<file path="src/rtl/cache_l1_pkg.sv">
// Shared types and constants for the L1 data-cache load controller.
// Holds funct3 load codes, FSM state enum, block geometry and field helpers.
package cache_l1_pkg;

    localparam int BLOCK_W = 128;
    localparam int BEAT_W  = 32;
    localparam int BEATS   = 4;
    localparam int CNT_W   = 2;

    localparam logic [2:0] F3_LB  = 3'b000;
    localparam logic [2:0] F3_LH  = 3'b001;
    localparam logic [2:0] F3_LW  = 3'b010;
    localparam logic [2:0] F3_LD  = 3'b011;
    localparam logic [2:0] F3_LBU = 3'b100;
    localparam logic [2:0] F3_LHU = 3'b101;
    localparam logic [2:0] F3_LWU = 3'b110;

    typedef enum logic [2:0] {
        S_IDLE,
        S_LOOKUP,
        S_MISS_REQ,
        S_REFILL,
        S_FILL,
        S_RESPOND
    } state_t;

    function automatic int tag_w(input int addr_w, input int index_w);
        return addr_w - 4 - index_w;
    endfunction

    function automatic int index_lsb();
        return 4;
    endfunction

    // LD only rejects word 3 because the pair of words must stay in the block.
    function automatic logic misaligned(
        input logic [2:0] f3,
        input logic [1:0] off,
        input logic [1:0] word
    );
        logic m;
        m = 1'b0;
        case (f3)
            F3_LH, F3_LHU: m = (off == 2'd3);
            F3_LW, F3_LWU: m = (off != 2'd0);
            F3_LD:         m = (off != 2'd0) || (word == 2'd3);
            default:       m = 1'b0;
        endcase
        return m;
    endfunction

endpackage

</file>
<file path="src/rtl/cache_l1_load_ctrl_if.sv">
// Core-side load request / response bundle for the L1 load controller.
// master = core (drives request, resp_ready), slave = controller.
interface cache_l1_load_ctrl_if #(
    parameter int ADDR_W = 32
);
    logic              req_valid_i;
    logic              req_ready_o;
    logic [ADDR_W-1:0] req_addr_i;
    logic [2:0]        req_funct3_i;
    logic              resp_valid_o;
    logic              resp_ready_i;
    logic              resp_err_o;
    logic [127:0]      ext_block_o;
    logic [1:0]        ext_offset_o;
    logic [1:0]        ext_word_o;
    logic [2:0]        ext_funct3_o;

    modport master (
        output req_valid_i, req_addr_i, req_funct3_i, resp_ready_i,
        input  req_ready_o, resp_valid_o, resp_err_o,
        input  ext_block_o, ext_offset_o, ext_word_o, ext_funct3_o
    );

    modport slave (
        input  req_valid_i, req_addr_i, req_funct3_i, resp_ready_i,
        output req_ready_o, resp_valid_o, resp_err_o,
        output ext_block_o, ext_offset_o, ext_word_o, ext_funct3_o
    );
endinterface

</file>
<file path="src/rtl/cache_l1_refill_beats.sv">
// Refill assembler: 2-bit beat counter plus 128-bit block register.
// Ports: clk_i, rst_ni, clr_i, en_i, beat_i -> block_o, done_o (4th beat).
module cache_l1_refill_beats
    import cache_l1_pkg::*;
(
    input  logic               clk_i,
    input  logic               rst_ni,
    input  logic               clr_i,
    input  logic               en_i,
    input  logic [BEAT_W-1:0]  beat_i,
    output logic [BLOCK_W-1:0] block_o,
    output logic               done_o
);

    logic [CNT_W-1:0]   r_cnt;
    logic [BLOCK_W-1:0] r_block;

    always_ff @(posedge clk_i) begin
        if (!rst_ni || clr_i) begin
            r_cnt   <= '0;
            r_block <= '0;
        end else if (en_i) begin
            r_block[{r_cnt, 5'd0} +: BEAT_W] <= beat_i;
            r_cnt <= r_cnt + 2'd1;
        end
    end

    assign block_o = r_block;
    assign done_o  = en_i && (r_cnt == 2'd3);

endmodule

</file>
<file path="src/rtl/cache_l1_load_ctrl.sv">
// L1 D-cache load sequencer: lookup, L2 refill, fill, response to core.
// Ports: clk_i, rst_ni, core (slave if), arr_* array side, l2_* refill side.
// Optional macro CACHE_LOAD_MISALIGN_CHECK_EN enables misaligned-load errors.
module cache_l1_load_ctrl
    import cache_l1_pkg::*;
#(
    parameter int ADDR_W  = 32,
    parameter int INDEX_W = 6,
    parameter int TAG_W   = tag_w(ADDR_W, INDEX_W)
) (
    input  logic                clk_i,
    input  logic                rst_ni,
    cache_l1_load_ctrl_if.slave core,
    output logic                arr_rd_en_o,
    output logic [INDEX_W-1:0]  arr_index_o,
    output logic [TAG_W-1:0]    arr_tag_o,
    input  logic                hit_i,
    input  logic [BLOCK_W-1:0]  arr_block_i,
    output logic                arr_wr_en_o,
    output logic [BLOCK_W-1:0]  arr_wr_block_o,
    output logic                l2_req_valid_o,
    input  logic                l2_req_ready_i,
    output logic [ADDR_W-1:0]   l2_addr_o,
    input  logic                l2_beat_valid_i,
    input  logic [BEAT_W-1:0]   l2_beat_i
);

    localparam int IL = index_lsb();

    state_t             r_state;
    state_t             w_next;
    logic [ADDR_W-1:0]  r_addr;
    logic [2:0]         r_funct3;
    logic [BLOCK_W-1:0] r_block;
    logic               w_accept;
    logic               w_flag;
    logic               w_beat_en;
    logic               w_clr;
    logic               w_done;
    logic [BLOCK_W-1:0] w_fill_block;
    logic               w_idle;

    assign w_idle   = (r_state == S_IDLE);
    assign w_accept = core.req_valid_i && w_idle;

`ifdef CACHE_LOAD_MISALIGN_CHECK_EN
    logic r_err;

    assign w_flag = misaligned(core.req_funct3_i,
                               core.req_addr_i[1:0],
                               core.req_addr_i[3:2]);
    assign core.resp_err_o = r_err;

    always_ff @(posedge clk_i) begin
        if (!rst_ni) begin
            r_err <= 1'b0;
        end else if (w_accept) begin
            r_err <= w_flag;
        end
    end
`else
    assign w_flag          = 1'b0;
    assign core.resp_err_o = 1'b0;
`endif

    // Assembler is cleared while idle so a refill always starts at beat 0.
    assign w_clr     = w_idle;
    assign w_beat_en = (r_state == S_REFILL) && l2_beat_valid_i;

    cache_l1_refill_beats u_beats (
        .clk_i   (clk_i),
        .rst_ni  (rst_ni),
        .clr_i   (w_clr),
        .en_i    (w_beat_en),
        .beat_i  (l2_beat_i),
        .block_o (w_fill_block),
        .done_o  (w_done)
    );

    always_ff @(posedge clk_i) begin
        if (!rst_ni) begin
            r_state  <= S_IDLE;
            r_addr   <= '0;
            r_funct3 <= '0;
            r_block  <= '0;
        end else begin
            r_state <= w_next;
            if (w_accept) begin
                r_addr   <= core.req_addr_i;
                r_funct3 <= core.req_funct3_i;
            end
            if (r_state == S_LOOKUP && hit_i) begin
                r_block <= arr_block_i;
            end
            if (r_state == S_FILL) begin
                r_block <= w_fill_block;
            end
        end
    end

    always_comb begin
        w_next = r_state;
        unique case (r_state)
            S_IDLE: begin
                if (w_accept) begin
                    w_next = w_flag ? S_RESPOND : S_LOOKUP;
                end
            end
            S_LOOKUP:   w_next = hit_i ? S_RESPOND : S_MISS_REQ;
            S_MISS_REQ: if (l2_req_ready_i) w_next = S_REFILL;
            S_REFILL:   if (w_done) w_next = S_FILL;
            S_FILL:     w_next = S_RESPOND;
            S_RESPOND:  if (core.resp_ready_i) w_next = S_IDLE;
            default:    w_next = S_IDLE;
        endcase
    end

    // Index/tag come straight from the request in the accept cycle.
    always_comb begin
        arr_index_o = r_addr[IL+INDEX_W-1:IL];
        arr_tag_o   = r_addr[ADDR_W-1:IL+INDEX_W];
        if (w_idle) begin
            arr_index_o = core.req_addr_i[IL+INDEX_W-1:IL];
            arr_tag_o   = core.req_addr_i[ADDR_W-1:IL+INDEX_W];
        end
    end

    assign core.req_ready_o  = w_idle;
    assign arr_rd_en_o       = rst_ni && w_accept && !w_flag;
    assign arr_wr_en_o       = rst_ni && (r_state == S_FILL);
    assign arr_wr_block_o    = w_fill_block;
    assign l2_req_valid_o    = (r_state == S_MISS_REQ);
    assign l2_addr_o         = {r_addr[ADDR_W-1:IL], 4'b0};
    assign core.resp_valid_o = (r_state == S_RESPOND);
    assign core.ext_block_o  = r_block;
    assign core.ext_offset_o = r_addr[1:0];
    assign core.ext_word_o   = r_addr[3:2];
    assign core.ext_funct3_o = r_funct3;

endmodule

</file>
<file path="src/flat_wrapper.sv">
// flat-port wrapper written by rule: the top's interface ports become plain ports
module cache_l1_load_ctrl_flat import cache_l1_pkg::*;
#(
    parameter int ADDR_W  = 32,
    parameter int INDEX_W = 6,
    parameter int TAG_W   = tag_w(ADDR_W, INDEX_W)
)
  (clk_i, rst_ni, arr_rd_en_o, arr_index_o, arr_tag_o, hit_i, arr_block_i, arr_wr_en_o, arr_wr_block_o, l2_req_valid_o, l2_req_ready_i, l2_addr_o, l2_beat_valid_i, l2_beat_i, core_req_valid_i, core_req_addr_i, core_req_funct3_i, core_resp_ready_i, core_req_ready_o, core_resp_valid_o, core_resp_err_o, core_ext_block_o, core_ext_offset_o, core_ext_word_o, core_ext_funct3_o);
  cache_l1_load_ctrl_if #(.ADDR_W(ADDR_W)) core_i ();
  input  logic clk_i;
  input  logic rst_ni;
  output logic arr_rd_en_o;
  output logic [INDEX_W-1:0] arr_index_o;
  output logic [TAG_W-1:0] arr_tag_o;
  input  logic hit_i;
  input  logic [BLOCK_W-1:0] arr_block_i;
  output logic arr_wr_en_o;
  output logic [BLOCK_W-1:0] arr_wr_block_o;
  output logic l2_req_valid_o;
  input  logic l2_req_ready_i;
  output logic [ADDR_W-1:0] l2_addr_o;
  input  logic l2_beat_valid_i;
  input  logic [BEAT_W-1:0] l2_beat_i;
  input wire logic [$bits(core_i.req_valid_i)-1:0] core_req_valid_i;
  input wire logic [$bits(core_i.req_addr_i)-1:0] core_req_addr_i;
  input wire logic [$bits(core_i.req_funct3_i)-1:0] core_req_funct3_i;
  input wire logic [$bits(core_i.resp_ready_i)-1:0] core_resp_ready_i;
  output wire logic [$bits(core_i.req_ready_o)-1:0] core_req_ready_o;
  output wire logic [$bits(core_i.resp_valid_o)-1:0] core_resp_valid_o;
  output wire logic [$bits(core_i.resp_err_o)-1:0] core_resp_err_o;
  output wire logic [$bits(core_i.ext_block_o)-1:0] core_ext_block_o;
  output wire logic [$bits(core_i.ext_offset_o)-1:0] core_ext_offset_o;
  output wire logic [$bits(core_i.ext_word_o)-1:0] core_ext_word_o;
  output wire logic [$bits(core_i.ext_funct3_o)-1:0] core_ext_funct3_o;
  assign core_i.req_valid_i = core_req_valid_i;
  assign core_i.req_addr_i = core_req_addr_i;
  assign core_i.req_funct3_i = core_req_funct3_i;
  assign core_i.resp_ready_i = core_resp_ready_i;
  assign core_req_ready_o = core_i.req_ready_o;
  assign core_resp_valid_o = core_i.resp_valid_o;
  assign core_resp_err_o = core_i.resp_err_o;
  assign core_ext_block_o = core_i.ext_block_o;
  assign core_ext_offset_o = core_i.ext_offset_o;
  assign core_ext_word_o = core_i.ext_word_o;
  assign core_ext_funct3_o = core_i.ext_funct3_o;
  cache_l1_load_ctrl #(.ADDR_W(ADDR_W), .INDEX_W(INDEX_W), .TAG_W(TAG_W)) u_core (.clk_i(clk_i), .rst_ni(rst_ni), .core(core_i), .arr_rd_en_o(arr_rd_en_o), .arr_index_o(arr_index_o), .arr_tag_o(arr_tag_o), .hit_i(hit_i), .arr_block_i(arr_block_i), .arr_wr_en_o(arr_wr_en_o), .arr_wr_block_o(arr_wr_block_o), .l2_req_valid_o(l2_req_valid_o), .l2_req_ready_i(l2_req_ready_i), .l2_addr_o(l2_addr_o), .l2_beat_valid_i(l2_beat_valid_i), .l2_beat_i(l2_beat_i));
endmodule
</file>
<file path="config.mk">
export PLATFORM = sky130hd
export DESIGN_NAME = cache_l1_load_ctrl_flat
export DESIGN_NICKNAME = d
export VERILOG_FILES = /design/src/rtl/cache_l1_pkg.sv /design/src/rtl/cache_l1_load_ctrl_if.sv /design/src/rtl/cache_l1_refill_beats.sv /design/src/rtl/cache_l1_load_ctrl.sv /design/src/flat_wrapper.sv
export SDC_FILE = /design/constraint.sdc
export NUM_CORES = 1
export LEC_CHECK = 0
export ABC_CLOCK_PERIOD_IN_PS = 2300
export CORE_AREA = 10 10 201 203
export DETAILED_ROUTE_END_ITERATION = 8
export DIE_AREA = 0 0 211 213
export GPL_ROUTABILITY_DRIVEN = 0
export PLACE_DENSITY = 0.68
export SYNTH_ARGS = -nofsm -noshare
export SYNTH_HDL_FRONTEND = slang
export SYNTH_SLANG_ARGS = --single-unit
export TNS_END_PERCENT = 100
</file>
<file path="constraint.sdc">
create_clock -name clk_i -period 2.3 [get_ports clk_i]
set_input_delay 0.46 -clock clk_i [delete_from_list [all_inputs] [get_ports clk_i]]
set_output_delay 0.46 -clock clk_i [all_outputs]
set_load 0.01 [all_outputs]
</file>
Yosys cells after proc, flatten, opt, wreduce, memory -nomap -nowiden
Index checks and enable logic that the tools add are counted.

Bits in registers: 296. Input port bits: 202. Output and inout port bits: 329. Word-level logic and storage cells: 42.

Add/sub/neg operators: 2. Eq/ne operators: 10. Shift-type cells: 2. Multiplexer cells: 11. Reduce and logical (&&, ||, !) cells: 11.

Operators by type and width (number): 2-to-1 mux 128 bit (2); bitwise mux 128 bit (1); variable shift 32 x 9 -> 128 bit (first input constant) (1); variable part select 32 x 9 -> 128 bit (1); 2-to-1 mux 22 bit (1); case mux 3 bit (6 select lines) (1); 2-to-1 mux 3 bit (5); negation 7 -> 9 bit (1); equality test 3 x 2 -> 1 bit (second input constant) (2); equality test 3 bit (second input constant) (2); logical AND 1 bit (6); 2-to-1 mux 6 bit (1); != test 2 x 1 -> 1 bit (second input constant) (2); != test 2 bit (second input constant) (2); AND reduction 4 bit (1); equality test 3 x 1 -> 1 bit (second input constant) (1); logical NOT 3 bit (1); adder 2 x 1 -> 2 bit (second input constant) (1); equality test 2 bit (second input constant) (1); nonzero test 2 bit (1); logical NOT 1 bit (1); logical OR 1 bit (1).

Depth between registers and ports, before layout
Word-level depth: 5. Mapped depth: 7. Depth with buffers taken out: 5.

Hierarchy
A second synthesis with hierarchy kept.

Cell total of the unflattened synthesis: 1344. Area total of the unflattened synthesis: 11735.0 µm².

Modules (own cells, without submodules): cache_l1_load_ctrl (instances 1, cells each 937, area each 7235.7 µm², seq. area each 3323.2 µm²); cache_l1_refill_beats (instances 1, cells each 407, area each 4499.3 µm², seq. area each 2602.5 µm²).

Worst setup path after synthesis
Ideal clock, no wire load.

Path kind: reg-to-output. From: register u_core.r_state[2]. To: output arr_tag_o[12]. Arrival: 1.446 ns. Data required time: 1.840 ns. Slack: 0.394 ns. Stages on the path, launching flop included: 6. Buffers on the path: 3. Cells stage by stage: dfxtp_1 -> buf_6 -> nor3_2 -> buf_4 -> buf_4 -> mux2_1.

Longest elaborated chain between the ends: 2.

Ends and longest elaborated chain: start, declared (line cache_l1_load_ctrl.sv:30) `state_t r_state;`; start signal, assigned (line cache_l1_load_ctrl.sv:87) `r_state <= w_next;`; logical NOT 3 bit (line cache_l1_load_ctrl.sv:43) `assign w_idle = (r_state == S_IDLE);`; named net core_req_ready_o (line flat_wrapper.sv:28) `output wire logic [$bits(core_i.req_ready_o)-1:0] core_req_ready_o;`; 2-to-1 mux 22 bit (line cache_l1_load_ctrl.sv:122) `if (w_idle) begin`; end, declared (line flat_wrapper.sv:14) `output logic [TAG_W-1:0] arr_tag_o;`.

The timed path passes the listed nets, and every way through them passes these cells.

Final worst setup path
From: register u_core.r_state[2]. To: output arr_tag_o[18].

Longest elaborated chain between the ends: 2.

Ends and longest elaborated chain (line): logical NOT 3 bit (cache_l1_load_ctrl.sv:43); 2-to-1 mux 22 bit (cache_l1_load_ctrl.sv:122).

Every way passes these cells.

==> metrics.csv <==
metric;value;unit
syn_area;0.0129;sq mm
placed_area;0.0184;sq mm
synth_edf_count;0;
fin_area;0.0200;sq mm
timing.final.ws_setup;-0.0886;ns
grt_antenna_before_repair;3;
cp_slowest_cell;dfxtp_4;
yosysTopAreaCellShare;46.0;%
power_density;769;mW/mm^2
holdPathStages;2;
crit_required;1.84;ns
synthToLayoutAreaGrowth;55.1;%
ant_nets;0;
grt_pass1_vias;12968;
cts_tree;built;
grt_max_degree;131;
floorplan.initialDensity;35.5;%
die_y;213;microns
finalCriticalPeriod;2.39;ns
clk_latency;0.52;ns
yosysTopAreaCell;dfxtp_1;
io_buffers;525;
grt_pass1_wl;87.2;mm
fin_nets;1982;
rsz0062_at_grt;true;
totalWireLength;61.2;mm
r2r_cells;6;
hold_viol_final;0;
rrSetupSlack;0.13;ns
path_max_fanout;6;
avgViaCountPerCell;5.92;
r2r_start;u_core.r_state[2]$_SDFFE_PN0P_;
combPwrFrac;26.4;%
r2r_end;u_core.core.ext_block_o[106]$_SDFFE_PN0P_;
rows;70;
grt_remaining_overflow;0;
drive_gt1_share;17.8;%
grt_usage;25.0;%
yosysUniqueCellTypes;45;
worst_setup_path_start_kind;flop;
tightest_slew;0.907;ns
ys.flop_type;dfxtp_1;
cts_buffers;35;
clkSinkCount;296;
first_pass_iters;6;
critPathMaxStageDelay;0.37;ns
switching_power;0.00436;W
htree_levels;2;
min_from;u_core.core.ext_block_o[113]$_SDFFE_PN0P_;
switching_share;28.4;%
route.detailed.drc;0;
power_frac_clock;35.9;%
crit_type;flop to primary output;
slew_viol_final;0;
ys_top_cells_by_count;dfxtp_1 (296), a21oi_1 (186), o21ai_0 (130);
ys_seq_elements;296;
synth_warnings;0;
fin_worst_skew;0.0165;ns
fmax;0.419;GHz
cts.clk_slew.worst_paths;0.06;ns
p_total;0.0154;W
power_leakage;6.88;nW
worst_setup_path_end_kind;primary output;
wl_per_cell;26.9;microns
seq_power_share;37.7;%
drtIter0Drc;1116;
clock_path_buffers;3;
postSynthCellCount;1334;
avgSynthCellArea;9.66;sq um
die_w;211;microns
setup_violations;15;
peakVddDrop;0.000409;V
die_area;0.0449;sq mm
violations;negative setup slack;
max_cap_viol_count;0;
cp_cell_sequence;nor3_4, buf_6, buf_12, buf_8, mux2_4, buf_6;
dpl.hpwl;42.0;mm
slew_headroom;39.5;%
yosysSeqAreaShare;46.0;%
status;complete, but fails checks;
cpMostUsedCell;buf_6;
fin_crit_sh;104;%
worstHoldEndpoint;u_core.core.ext_block_o[113]$_SDFFE_PN0P_;
ys_top_cells_by_area;dfxtp_1 (46%), o221a_2 (9.1%), o32a_1 (8.5%);
async_flop_share;0;%
routed-via-count;13446;
ios;531;
yosysMostFrequentCell;dfxtp_1;
arrival;1.93;ns
min-delay-path-class;flop to flop;
internal_power;0.0110;W
core_area;0.0363;sq mm
root_buffer;clkbuf_16;
[layer usage]
metal | share of wire (%) | up-vias | GRT usage [%]
met3 | 8.9 | 97 | 7.18
met1 | 39 | 6646 | 30.0
met5 | 0.018 | - | 0
li1 | - | 6086 | -
met2 | 50 | 615 | 42.8
met4 | 2.3 | 2 | 6.77
[repair_timing]
item	4_1_cts	5_1_grt
resized for setup	171	44
endpoints found under the setup margin	161	31
pin swaps	1	1
gates cloned	3	1
buffers inserted	7	5
hold buffers	0	0
[stage by stage]
stage                     TNS, ns  setup slack, ns  hold WS [ns]  cells  utilization, %
after floorplan                 0            0.394         0.468   1338               -
after detailed placement    -2.30           -0.400         0.437   2190            50.8
after CTS                   -2.01           -0.169         0.446   2263            54.6
after global placement     -0.443           -0.443         0.431   2190            50.8
after global routing        -2.23           -0.141         0.462   2271            55.1
final                      -0.997          -0.0886         0.444   2271            55.1
[state kept, by name, indices dropped and copies added, names as in the netlist]
| register | flops |
|---|---|
| u_core.u_beats.block_o | 128 |
| u_core.u_beats.r_cnt | 2 |
| u_core.r_addr | 32 |
| u_core.core.ext_funct3_o | 3 |
| u_core.core.ext_block_o | 128 |
| u_core.r_state | 3 |
[power groups by stage]
stage          registers, W  logic (W)  clock network (W)
3_3_place_gp        0.00586    0.00366                  0
5_1_grt             0.00583    0.00426            0.00584
6_report            0.00579    0.00405            0.00552
2_1_floorplan       0.00604    0.00157                  0
4_1_cts             0.00578    0.00392            0.00562
3_5_place_dp        0.00588    0.00370                  0
[layout by cell type (no fill, tap or decap), types with 37 or more instances in the layout]
| cell type | count |
|---|---|
| buf_6 | 37 |
| clkbuf_16 | 37 |
| nand2_1 | 74 |
| o21ai_0 | 130 |
| a21oi_1 | 186 |
| dfxtp_1 | 293 |
| clkdlybuf4s50_1 | 491 |
| o221a_2 | 104 |
| nand4_1 | 128 |
| o32a_1 | 109 |
[kinds of logic after synthesis]
group | count (synthesis) | synth area share (%)
fa+ha+maj | 5 | 0.486
buf+inv | 215 | 7.93
mux | 28 | 2.45
other cells | 1 | 0.0291
flops | 296 | 46.0
simple gates | 230 | 10.2
compound gates | 559 | 32.9
[worst max-delay path, delay by kind of cell (launching register included)]
kind          cells  cell delay [ns]
buf+inv           4             0.54
mux               1             0.30
simple gates      1             0.21
flops             1             0.37
[layout make-up]
cell class / instances / area, sq um
Antenna cell: 2 / 5.00
Clock buffer: 48 / 1030
Clock inverter: 15 / 115
Fill cell: 3195 / 16300
Inverter: 28 / 105
Multi-Input combinational cell: 827 / 6090
Sequential cell: 296 / 5930
Tap cell: 468 / 586
Timing Repair Buffer: 587 / 6120
[worst max-delay path by stage]
stage | startpoint | endpoint | slack, ns | cells after the start
finish | u_core.r_state[2]$_SDFFE_PN0P_ | arr_tag_o[18] | -0.09 | 6
floorplan | u_core.r_state[2]$_SDFFE_PN0P_ | arr_tag_o[12] | 0.39 | 5
detailed placement | core_req_valid_i | arr_rd_en_o | -0.40 | 4
global route | u_core.r_state[2]$_SDFFE_PN0P_ | arr_tag_o[9] | -0.14 | 6
CTS | u_core.r_state[1]$_SDFFE_PN0P_ | arr_tag_o[12] | -0.17 | 6
global placement | core_req_valid_i | arr_rd_en_o | -0.44 | 4
No activity file was read; power rests on OpenSTA's default activity.
